<file path="config.mk">
export PLATFORM = sky130hd
export DESIGN_NAME = pc_watchpoint_unit
export DESIGN_NICKNAME = d
export VERILOG_FILES = /design/src/rtl/pc_watchpoint_unit.sv
export SDC_FILE = /design/constraint.sdc
export NUM_CORES = 1
export LEC_CHECK = 0
export CAP_MARGIN = 15
export CORE_UTILIZATION = 55
export DETAILED_ROUTE_END_ITERATION = 16
export PLACE_DENSITY = 0.77
export SLEW_MARGIN = 20
export SYNTH_ARGS = -nofsm -noshare
export SYNTH_HDL_FRONTEND = slang
export SYNTH_SLANG_ARGS = --single-unit
</file>
<file path="constraint.sdc">
create_clock -name clock -period 2.7 [get_ports clock]
set_input_delay 0.27 -clock clock [delete_from_list [all_inputs] [get_ports clock]]
set_output_delay 0.27 -clock clock [all_outputs]
set_load 0.02 [all_outputs]
</file>
<file path="src/rtl/pc_watchpoint_unit.sv">
// Multi-channel address watchpoint unit: per-channel masked compare, skip counter and
// one-shot arming, feeding a two-state halt request held until the controller acknowledges.
module pc_watchpoint_unit #(
  parameter int WIDTH    = 12,
  parameter int CHANNELS = 4,
  parameter int CNT_W    = 8,
  parameter int CH_W     = 2
) (
  input  logic                clock,
  input  logic                reset,
  input  logic                cfg_we,
  input  logic [CH_W-1:0]     cfg_ch,
  input  logic                cfg_en,
  input  logic [WIDTH-1:0]    cfg_addr,
  input  logic [WIDTH-1:0]    cfg_mask,
  input  logic [CNT_W-1:0]    cfg_count,
  input  logic                addr_valid,
  input  logic [WIDTH-1:0]    addr,
  input  logic                halt_ack,
  input  logic                sticky_clr,
  output logic                hit_valid,
  output logic [CHANNELS-1:0] hit_vec,
  output logic [CHANNELS-1:0] sticky,
  output logic                halt_req
);

  typedef enum logic [0:0] {
    IDLE = 1'b0,
    HALT = 1'b1
  } state_e;

  logic [CHANNELS-1:0]            en_q, en_d;
  logic [CHANNELS-1:0][WIDTH-1:0] addr_q, addr_d;
  logic [CHANNELS-1:0][WIDTH-1:0] mask_q, mask_d;
  logic [CHANNELS-1:0][CNT_W-1:0] count_q, count_d;
  logic [CHANNELS-1:0]            sticky_q, sticky_d;
  logic [CHANNELS-1:0]            hit_vec_q;
  logic                           hit_valid_q;
  logic                           halt_req_q;
  state_e                         state_q;

  logic [CHANNELS-1:0]            cfg_sel_s;
  logic [CHANNELS-1:0]            match_s;
  logic [CHANNELS-1:0]            fire_s;
  logic                           any_fire_s;

  // A mask bit of 0 turns the corresponding address bit into a don't-care.
  function automatic logic masked_match(input logic [WIDTH-1:0] a,
                                        input logic [WIDTH-1:0] ref_a,
                                        input logic [WIDTH-1:0] mask);
    return &((a ~^ ref_a) | ~mask);
  endfunction

  // Per-channel match, with a same-cycle config write on a channel suppressing its match.
  always_comb begin
    cfg_sel_s = '0;
    match_s   = '0;
    fire_s    = '0;
    for (int c = 0; c < CHANNELS; c++) begin
      cfg_sel_s[c] = cfg_we && (cfg_ch == CH_W'(c));
      match_s[c]   = en_q[c] && addr_valid && masked_match(addr, addr_q[c], mask_q[c])
                     && !cfg_sel_s[c];
      fire_s[c]    = match_s[c] && (count_q[c] == '0);
    end
    any_fire_s = |fire_s;
  end

  // Channel register next state: config load, one-shot disarm on fire, or skip decrement.
  always_comb begin
    en_d    = en_q;
    addr_d  = addr_q;
    mask_d  = mask_q;
    count_d = count_q;
    for (int c = 0; c < CHANNELS; c++) begin
      if (cfg_sel_s[c]) begin
        en_d[c]    = cfg_en;
        addr_d[c]  = cfg_addr;
        mask_d[c]  = cfg_mask;
        count_d[c] = cfg_count;
      end else if (fire_s[c]) begin
        en_d[c]    = 1'b0;
      end else if (match_s[c]) begin
        count_d[c] = count_q[c] - CNT_W'(1);
      end else begin
        count_d[c] = count_q[c];
      end
    end
    // A fire in the clearing cycle keeps that channel's flag set.
    if (sticky_clr) begin
      sticky_d = fire_s;
    end else begin
      sticky_d = sticky_q | fire_s;
    end
  end

  // Channel configuration and per-cycle hit reporting registers.
  always_ff @(posedge clock or negedge reset) begin
    if (!reset) begin
      en_q        <= '0;
      addr_q      <= '0;
      mask_q      <= '0;
      count_q     <= '0;
      sticky_q    <= '0;
      hit_vec_q   <= '0;
      hit_valid_q <= 1'b0;
    end else begin
      en_q        <= en_d;
      addr_q      <= addr_d;
      mask_q      <= mask_d;
      count_q     <= count_d;
      sticky_q    <= sticky_d;
      hit_vec_q   <= match_s;
      hit_valid_q <= addr_valid;
    end
  end

  // Halt handshake: a fire always wins over a coincident acknowledge.
  always_ff @(posedge clock or negedge reset) begin
    if (!reset) begin
      state_q    <= IDLE;
      halt_req_q <= 1'b0;
    end else begin
      case (state_q)
        IDLE: begin
          if (any_fire_s) begin
            state_q    <= HALT;
            halt_req_q <= 1'b1;
          end else begin
            state_q    <= IDLE;
            halt_req_q <= 1'b0;
          end
        end
        HALT: begin
          if (halt_ack && !any_fire_s) begin
            state_q    <= IDLE;
            halt_req_q <= 1'b0;
          end else begin
            state_q    <= HALT;
            halt_req_q <= 1'b1;
          end
        end
        default: begin
          state_q    <= IDLE;
          halt_req_q <= 1'b0;
        end
      endcase
    end
  end

  assign hit_valid = hit_valid_q;
  assign hit_vec   = hit_vec_q;
  assign sticky    = sticky_q;
  assign halt_req  = halt_req_q;

endmodule
</file>
==> impl_metrics.py, run 1 <==
metrics = {
    "status": {
        "outcome": "finished, violations left",
        "violations": "DRC",
    },
    "floorplanning": {
        "coreArea_sq_um": 11600,
        "initial_core_util": 0.572,
        "die_x_microns": 112,
        "die_area_sq_um": 12500,
        "num_rows": 39,
        "io_pins": 63,
        "die_h_microns": 112,
    },
    "critical_path": {
        "cp-startpoint": "count_q[16]$_DFFE_PN0P_",
        "r2r_start": "count_q[16]$_DFFE_PN0P_",
        "cp-endpoint": "count_q[19]$_DFFE_PN0P_",
        "crit_path_top_delay_cell": "or3b_2",
        "crit_type": "flop to flop",
        "r2r_slack_ns": 0.22,
        "cp.arrival_ns": 2.78,
        "path_depth": 9,
        "max_stage_delay_ns": 0.48,
        "cp_cell_sequence": "inv_1, ha_1, or3b_2, or3_1, and4_1, nand2_1, nor2_1, xnor2_1, a21oi_1",
        "critPathBufInv": 1,
        "required_ns": 2.99,
        "critPathLaunchType": "flop",
        "worstRegToRegCells": 9,
        "r2r-end": "count_q[19]$_DFFE_PN0P_",
        "end_kind": "flop",
        "timing.critical_path.max_delay_family": "simple AND/OR/NAND/NOR gates",
        "critical_path.max_fanout": 8,
    },
    "route": {
        "wl_met1_mm": 7.23,
        "antenna_left": 0,
        "num_vias": 5259,
        "wl_mm": 16.8,
        "dr.max_layer_used": "met4",
        "viasPerCell": 5.64,
        "post_drt_wl_per_cell_microns": 18.0,
        "drt_iter0_markers": 340,
        "dr_wl_met3_microns": 900,
        "drtPass1Iterations": 11,
        "wl_met2_mm": 8.39,
        "drc_errors": 8,
    },
    "clock_network": {
        "post_cts_buffers": 0,
        "ctsResizeCount": 0,
        "cts.sinks": 142,
        "htree_levels": 4,
        "clockRootBuffer": "clkbuf_16",
        "path_clk_slew_ns": 0.06,
        "cts_tree": "built",
        "clk_latency_ns": 0.43,
        "clockBufferDepth": 2,
        "cts_made_buffers": 17,
    },
    "sta": {
        "hold_ws_ns": 0.460,
        "timing.final.ws_setup_ns": 0.218,
        "fmax_mhz": 403,
        "worstMarginPinSlew_ns": 0.818,
        "rsz0062_at_grt": "no",
        "setup_viol": 0,
        "post-route-period-util": 0.919,
        "finClkSkew_ns": 0.00872,
        "hold_viol_final": 0,
        "tns_ns": 0,
        "min_period_ns": 2.48,
        "slew_headroom": 0.454,
        "finalMaxSlewViolations": 0,
    },
    "final_layout": {
        "nets": 834,
        "layout_commonest_cell": "nand2_1",
        "drive_gt1_frac": 0.108,
        "syn_to_final_growth_pct": 22.0,
        "num_antenna_cells": 0,
        "mostFrequentLayoutCells": "nand2_1 (253), dfrtp_1 (142), xor2_1 (61), clkdlybuf4s50_1 (61), nor2_1 (31)",
        "multi_input_area_sq_um": 2940,
        "fillers": 931,
        "seq_area_sq_um": 3550,
    },
    "yosys": {
        "synth_compound_area_frac": 0.0646,
        "yosys_warnings": 0,
        "synthDistinctLibCells": 43,
        "synth_top_family_by_area": "simple AND/OR/NAND/NOR gates",
        "synthMuxAreaShare": 0.0486,
        "synth_edf_count": 0,
        "synthArstFlopShare": 1.00,
        "yosysSeqAreaShare": 0.535,
        "avgSynthCellArea_sq_um": 9.49,
        "synth_fp_nets": 757,
        "synth-seq-cells": 142,
        "synth-simple-area-share": 0.228,
        "synth-xor-area-share": 0.0936,
        "synth-adder-area-share": 0.00753,
        "yosys_most_used_dff": "dfrtp_1",
        "postSynthCellCount": 700,
        "synth_area_sq_um": 6640,
    },
    "power": {
        "peakVddDrop_mv": 0.435,
        "p_switching_w": 0.00178,
        "leakagePower_nw": 3.87,
        "power_frac_comb": 0.179,
        "swShare": 0.284,
        "powerDensity_nw_per_um2": 772,
        "p_int_w": 0.00447,
        "pwr-share-seq": 0.442,
        "clkPwrFrac": 0.378,
    },
    "global_route": {
        "grt_overflow": 0,
        "grt_max_degree": 85,
        "grt_pass1_vias": 5386,
        "antenna_found_initial": 0,
        "globalRouteTotalUtil": 0.293,
        "grt_pass1_wl_mm": 27.4,
    },
    "placement": {
        "place_hpwl_mm": 11.5,
        "dp_slack_ns": 0.0249,
        "io_buffers": 62,
        "place.gp.congestion": 0.837,
    },
    "job": {
        "cap_violations": 0,
    },
    "hold_path": {
        "hold_path.class": "input pin to asynchronous set/reset pin",
    },
}
==> metal layers <==
| layer | GRT usage | up-vias |
|---|---|---|
| li1 | - | 2473 |
| met1 | 0.372 | 2596 |
| met2 | 0.495 | 167 |
| met3 | 0.0642 | 23 |
| met4 | 0.102 | 0 |
| met5 | 0 | - |
==> layout make-up <==
| type | count | area share |
|---|---|---|
| flip-flops and latches | 142 | 0.439 |
| well taps | 143 | 0.0221 |
| clock buffers | 21 | 0.0556 |
| clock inverters | 11 | 0.0175 |
| repair buffers | 84 | 0.0975 |
| inverters | 12 | 0.00556 |
| multi-input cells | 520 | 0.363 |
==> cells in the mapped netlist (2+ instances only) <==
library cell	count	area, sq um
nand2_1	253	950
xnor2_1	10	87.6
clkbuf_1	21	78.8
or3b_2	2	17.5
a22oi_1	18	135
nand3b_1	4	30.0
dfrtp_1	142	3550
nor3_1	8	40.0
nand3_1	8	40.0
mux2i_1	3	30.0
mux2_2	26	293
or3_1	7	43.8
xor2_1	61	534
a222oi_1	4	40.0
a31oi_1	2	12.5
nor2_1	31	116
and4_1	2	17.5
and3_1	5	31.3
nand4_1	4	25.0
buf_1	4	15.0
o21ai_0	18	90.1
nor4_1	8	50.1
inv_1	12	45.0
nand2b_1	3	18.8
a21oi_1	19	95.1
ha_1	4	50.1
a211o_1	2	17.5
a21o_1	4	30.0
==> repair_timing <==
| action | 4_1_cts | 5_1_grt |
|---|---|---|
| hold endpoints to repair | 81 | 0 |
| endpoints found under the setup margin | 0 | 0 |
| hold buffers | 1 | 0 |
==> metrics by stage <==
stage	utilization	power, W	std cells	area (sq um)
after floorplan	-	0.00345	700	6640
after global placement	0.646	0.00384	900	7500
after detailed placement	0.646	0.00391	900	7500
after CTS	0.698	0.00626	933	8100
after global routing	0.698	0.00654	933	8100
final	0.698	0.00625	933	8100
==> power groups by stage <==
stage | clock, W | sequential [W] | combinational (W)
finish | 0.00237 | 0.00277 | 0.00112
global route | 0.00247 | 0.00281 | 0.00125
CTS | 0.00238 | 0.00276 | 0.00112
detailed placement | 0 | 0.00279 | 0.00111
global placement | 0 | 0.00277 | 0.00106
floorplan | 0 | 0.00273 | 0.000722
==> flip-flops by register name, summed over array words and instances, names as in the netlist <==
signal	flops
hit_valid	1
count_q	32
addr_q	48
state_q	1
sticky	4
hit_vec	4
mask_q	48
en_q	4
==> cells by family (layout without fill, tap and decap cells) <==
| kind of cell | Yosys count | count (layout) |
|---|---|---|
| AO/OA/AOI/OAI | 68 | 68 |
| XOR/XNOR | 71 | 71 |
| adder cells (fa/ha/maj) | 4 | 4 |
| buffers and inverters | 38 | 128 |
| flip-flops | 142 | 142 |
| multiplexers | 29 | 29 |
| AND/OR/NAND/NOR | 348 | 348 |
==> worst min path at each step <==
stage,start,endpoint,cells past startpoint
after global placement,reset,count_q[2]$_DFFE_PN0P_,1
after CTS,cfg_addr[1],addr_q[1]$_DFFE_PN0P_,3
final,reset,count_q[4]$_DFFE_PN0P_,2
after detailed placement,reset,count_q[2]$_DFFE_PN0P_,1
after floorplan,reset,addr_q[0]$_DFFE_PN0P_,0
after global routing,cfg_addr[1],addr_q[13]$_DFFE_PN0P_,3
No activity file was read; power rests on OpenSTA's default activity.
==> run 2: changes to the inputs <==
CORE_UTILIZATION = 30   (was 55)
PLACE_DENSITY = default   (was 0.77)
clock period = 2.8 ns   (was 2.7 ns; I/O delays follow)
==> run 2 against run 1 <==
  * The run now ends clean
  * First-iteration DRC count did not move
  * Clock power is essentially flat
  * Global-route usage shrank 13 points
  * Maximum frequency grew 1.3%
  * Flip-flop and latch count unchanged
  * Utilization fell by 32 points
  * Critical endpoint is now count_q[17]$_DFFE_PN0P_
  * Largest power group unchanged
  * Highest routed layer unchanged
==> impl_metrics.py, run 2 (synthesized netlist as in run 1, its figures left out) <==
metrics = {
    "status": {
        "outcome": "complete, no violations",
    },
    "global_route": {
        "globalRouteTotalUtil": 0.167,
        "grt_overflow": 0,
        "grt_pass1_vias": 5141,
        "antenna_found_initial": 0,
        "grt_pass1_wl_mm": 28.2,
        "grt_max_degree": 64,
    },
    "critical_path": {
        "cp.arrival_ns": 2.76,
        "critical_path.max_fanout": 8,
        "crit_type": "flop to flop",
        "r2r-end": "count_q[17]$_DFFE_PN0P_",
        "r2r_slack_ns": 0.35,
        "end_kind": "flop",
        "worstRegToRegCells": 8,
        "cp-startpoint": "count_q[16]$_DFFE_PN0P_",
        "critPathLaunchType": "flop",
        "required_ns": 3.11,
        "r2r_start": "count_q[16]$_DFFE_PN0P_",
    },
    "sta": {
        "tns_ns": 0,
        "fmax_mhz": 408,
        "setup_viol": 0,
        "post-route-period-util": 0.875,
        "hold_viol_final": 0,
        "min_period_ns": 2.45,
        "rsz0062_at_grt": "no",
        "finalMaxSlewViolations": 0,
        "slew_headroom": 0.453,
        "hold_ws_ns": 0.419,
        "finClkSkew_ns": 0.00765,
        "worstMarginPinSlew_ns": 0.821,
    },
    "floorplanning": {
        "die_area_sq_um": 22700,
        "num_rows": 54,
        "initial_core_util": 0.305,
        "die_h_microns": 151,
        "io_pins": 63,
        "coreArea_sq_um": 21800,
        "die_x_microns": 151,
    },
    "final_layout": {
        "largestRegisters": "addr_q x48, mask_q x48, count_q x32",
        "num_antenna_cells": 0,
        "layout_commonest_cell": "nand2_1",
        "syn_to_final_growth_pct": 25.0,
        "nets": 833,
        "drive_gt1_frac": 0.108,
        "mostFrequentLayoutCells": "nand2_1 (253), dfrtp_1 (142), xor2_1 (61), clkdlybuf4s50_1 (61), nor2_1 (31)",
        "fillers": 2168,
    },
    "clock_network": {
        "ctsResizeCount": 0,
        "clockBufferDepth": 2,
        "clockRootBuffer": "clkbuf_16",
        "cts.hold.buffers_added": 1,
        "cts_tree": "built",
        "post_cts_buffers": 0,
        "clk_latency_ns": 0.43,
        "cts.sinks": 142,
        "htree_levels": 4,
        "cts_made_buffers": 17,
        "path_clk_slew_ns": 0.06,
    },
    "route": {
        "num_vias": 5087,
        "wl_mm": 17.5,
        "viasPerCell": 4.76,
        "drc_errors": 0,
        "antenna_left": 0,
        "drt_iter0_markers": 340,
        "drtPass1Iterations": 5,
        "post_drt_wl_per_cell_microns": 16.4,
    },
    "power": {
        "swShare": 0.288,
        "p_int_w": 0.00433,
        "leakagePower_nw": 3.89,
        "power_frac_comb": 0.178,
        "powerDensity_nw_per_um2": 732,
        "peakVddDrop_mv": 0.422,
        "clkPwrFrac": 0.386,
        "p_switching_w": 0.00175,
        "pwr-share-seq": 0.437,
    },
    "placement": {
        "io_buffers": 62,
        "place_hpwl_mm": 11.9,
        "place.gp.congestion": 0.751,
    },
    "job": {
        "cap_violations": 0,
    },
    "hold_path": {
        "hold_path.class": "input pin to asynchronous set/reset pin",
    },
}
==> run 2: cell count changes in the layout (fill, tap and decap cells not counted), moves of 2 or more <==
cell | previous run | this run
buf_4 | 21 | 18
clkinv_4 | 1 | 4
buf_12 | 0 | 2
clkinv_2 | 4 | 2
clkinvlp_4 | 3 | 1
inv_6 | 0 | 2
==> run 2: area by class of cell <==
type | instances | area, sq um | share of cell area
clock inverters | 12 | 160 | 0.0193
multi-input cells | 520 | 2940 | 0.354
repair buffers | 83 | 807 | 0.0972
well taps | 280 | 350 | 0.0422
inverters | 12 | 45.0 | 0.00542
flip-flops and latches | 142 | 3550 | 0.428
clock buffers | 20 | 447 | 0.0538
==> run 2: how the worst max path moves through the flow <==
| stage | to | slack [ns] |
|---|---|---|
| global route | count_q[17]$_DFFE_PN0P_ | 0.21 |
| detailed placement | count_q[9]$_DFFE_PN0P_ | 0.05 |
| floorplan | count_q[17]$_DFFE_PN0P_ | 0.55 |
| CTS | count_q[17]$_DFFE_PN0P_ | 0.35 |
| finish | count_q[17]$_DFFE_PN0P_ | 0.35 |
| global placement | count_q[9]$_DFFE_PN0P_ | 0.06 |
==> run 2: power groups by stage <==
stage	Clock, W	Combinational [W]	Sequential [W]
after floorplan	0	0.000696	0.00263
after global placement	0	0.00106	0.00268
after detailed placement	0	0.00108	0.00269
after CTS	0.00239	0.00109	0.00266
after global routing	0.00250	0.00122	0.00270
final	0.00235	0.00108	0.00266
==> run 2: metal layers <==
metal | part of all wire | global-route usage | vias up
met5 | 0 | 0 | -
met4 | 0.014 | 0.0495 | 0
met3 | 0.048 | 0.0404 | 15
met2 | 0.46 | 0.257 | 131
met1 | 0.48 | 0.233 | 2474
li1 | - | - | 2467
==> run 2: critical path, stage by stage, from the launching register on <==
cell,delay [ns]
dfrtp_1,0.37
inv_1,0.09
ha_1,0.16
or3b_2,0.47
or3_1,0.39
and4_1,0.23
nand2_1,0.22
o21ai_0,0.13
mux2_2,0.27
==> run 2: per-stage QoR <==
step	std cells	setup slack (ns)	instance area [sq um]	total power [W]	util
after floorplan	700	0.553	6640	0.00333	-
after global placement	1036	0.0578	7690	0.00374	0.353
after detailed placement	1036	0.0474	7690	0.00377	0.353
after CTS	1069	0.353	8310	0.00614	0.382
after global routing	1069	0.210	8310	0.00643	0.382
final	1069	0.350	8310	0.00608	0.382
==> run 3: changes to the inputs <==
clock period = 2.65 ns   (was 2.8 ns; I/O delays follow)
==> run 3 against run 2 <==
  * Clock power increased by 12%
  * Utilization increased by 0.40 points
  * Power increased by 8.3%
  * Routed wire length decreased by 0.86%
  * Design area increased by 1.1%
  * Non-clock buffer count increased by 7
==> impl_metrics.py, run 3 (synthesized netlist as in run 1, its figures left out) <==
metrics = {
    "final_layout": {
        "mostFrequentLayoutCells": "nand2_1 (253), dfrtp_1 (142), xor2_1 (61), clkdlybuf4s50_1 (61), nor2_1 (31)",
        "nets": 840,
        "syn_to_final_growth_pct": 26.4,
        "drive_gt1_frac": 0.112,
        "layout_commonest_cell": "nand2_1",
        "largestRegisters": "addr_q x48, mask_q x48, count_q x32",
        "final_cell_area_sq_um": 8390,
        "num_antenna_cells": 0,
    },
    "global_route": {
        "globalRouteTotalUtil": 0.165,
        "grt_overflow": 0,
        "grt_max_degree": 69,
        "use_met2": 0.257,
        "use_met1": 0.226,
        "antenna_found_initial": 0,
        "grt_pass1_wl_mm": 27.9,
        "grt.busiest_layer": "met2",
        "grt_pass1_vias": 5020,
        "grt_use_met3": 0.0358,
    },
    "critical_path": {
        "worstRegToRegCells": 8,
        "path_depth": 8,
        "critical_path.max_fanout": 8,
        "r2r_slack_ns": 0.24,
        "critPathLaunchType": "flop",
        "crit_path_top_delay_cell": "or3b_2",
        "r2r_start": "count_q[16]$_DFFE_PN0P_",
        "crit_type": "flop to flop",
        "end_kind": "flop",
        "timing.critical_path.max_delay_family": "simple AND/OR/NAND/NOR gates",
        "critPathBufInv": 1,
        "max_stage_delay_ns": 0.47,
        "cp_cell_sequence": "inv_1, ha_1, or3b_2, or3_1, and4_1, nand2_1, o21ai_0, mux2_2",
        "r2r-end": "count_q[17]$_DFFE_PN0P_",
        "cp.arrival_ns": 2.72,
        "required_ns": 2.96,
    },
    "route": {
        "viasPerCell": 4.75,
        "drc_errors": 0,
        "antenna_left": 0,
        "num_vias": 5106,
        "wl_mm": 17.4,
        "post_drt_wl_per_cell_microns": 16.1,
        "drtPass1Iterations": 5,
        "drt_iter0_markers": 317,
    },
    "sta": {
        "post-route-period-util": 0.910,
        "tns_ns": 0,
        "rsz0062_at_grt": "no",
        "setup_viol": 0,
        "finalMaxSlewViolations": 0,
        "fmax_mhz": 415,
        "finClkSkew_ns": 0.0159,
        "hold_ws_ns": 0.397,
        "slew_headroom": 0.443,
        "min_period_ns": 2.41,
        "hold_viol_final": 0,
        "worstMarginPinSlew_ns": 0.836,
    },
    "clock_network": {
        "clockBufferDepth": 2,
        "path_clk_slew_ns": 0.06,
        "ctsResizeCount": 0,
        "cts_tree": "built",
        "htree_levels": 4,
        "clk_latency_ns": 0.43,
        "cts.sinks": 142,
        "cts_made_buffers": 17,
        "clockRootBuffer": "clkbuf_16",
    },
    "floorplanning": {
        "die_h_microns": 151,
        "num_rows": 54,
        "die_area_sq_um": 22700,
        "coreArea_sq_um": 21800,
        "io_pins": 63,
        "die_x_microns": 151,
        "initial_core_util": 0.305,
    },
    "power": {
        "peakVddDrop_mv": 0.425,
        "powerDensity_nw_per_um2": 785,
        "leakagePower_nw": 3.93,
    },
    "placement": {
        "io_buffers": 62,
        "place_hpwl_mm": 12.1,
        "place.gp.congestion": 0.787,
        "dpl_cell_area_sq_um": 7740,
    },
    "hold_path": {
        "hold_path.class": "input pin to asynchronous set/reset pin",
    },
    "job": {
        "cap_violations": 0,
    },
    "status": {
        "outcome": "complete, no violations",
    },
}
[run 3: cell types whose count changed in the layout (fill, tap and decap cells not counted), sizes merged]
| cell | before | now |
|---|---|---|
| clkinv | 6 | 3 |
| bufinv | 3 | 5 |
| clkbuf | 20 | 23 |
| inv | 14 | 12 |
| buf | 21 | 28 |
[run 3: where the power goes]
group          leakage [nW]  total, W  internal, W  switching [W]
sequential             1.74   0.00281      0.00255       0.000260
combinational          1.88   0.00115     0.000526       0.000624
clock                 0.306   0.00263      0.00170       0.000929
[run 3: timing repair]
action / 4_1_cts / 5_1_grt
setup buffers: 0 / 0
hold endpoints to repair: 65 / 0
hold buffers: 1 / 0
[run 3: cell type report]
class                      instances  area [sq um]
multi-input combinational        520          2940
timing repair buffer              90           860
tap                              280           350
fill                            2162         13400
clock buffer                      23           458
sequential                       142          3550
inverter                          12          45.0
clock inverter                     9           184
[run 3: metrics by stage]
step | cells | util | worst slack, ns | power (W)
final | 1076 | 0.386 | 0.238 | 0.00659
after global routing | 1076 | 0.386 | 0.0965 | 0.00693
after CTS | 1076 | 0.386 | 0.245 | 0.00665
after detailed placement | 1043 | 0.356 | -0.0335 | 0.00400
after global placement | 1043 | 0.356 | 0.0458 | 0.00397
after floorplan | 700 | - | 0.403 | 0.00352
[run 3: worst max-delay path by stage]
stage | from | to | slack (ns)
floorplan | count_q[16]$_DFFE_PN0P_ | count_q[17]$_DFFE_PN0P_ | 0.40
global placement | addr[9] | count_q[14]$_DFFE_PN0P_ | 0.05
detailed placement | addr[10] | count_q[10]$_DFFE_PN0P_ | -0.03
CTS | count_q[16]$_DFFE_PN0P_ | count_q[17]$_DFFE_PN0P_ | 0.24
global route | count_q[16]$_DFFE_PN0P_ | count_q[21]$_DFFE_PN0P_ | 0.1
finish | count_q[16]$_DFFE_PN0P_ | count_q[17]$_DFFE_PN0P_ | 0.24
[run 3: metal layers]
metal,vias up,wire [microns]
met1,2488,8230
met5,-,0
li1,2482,-
met2,117,8050
met4,0,270
met3,19,818
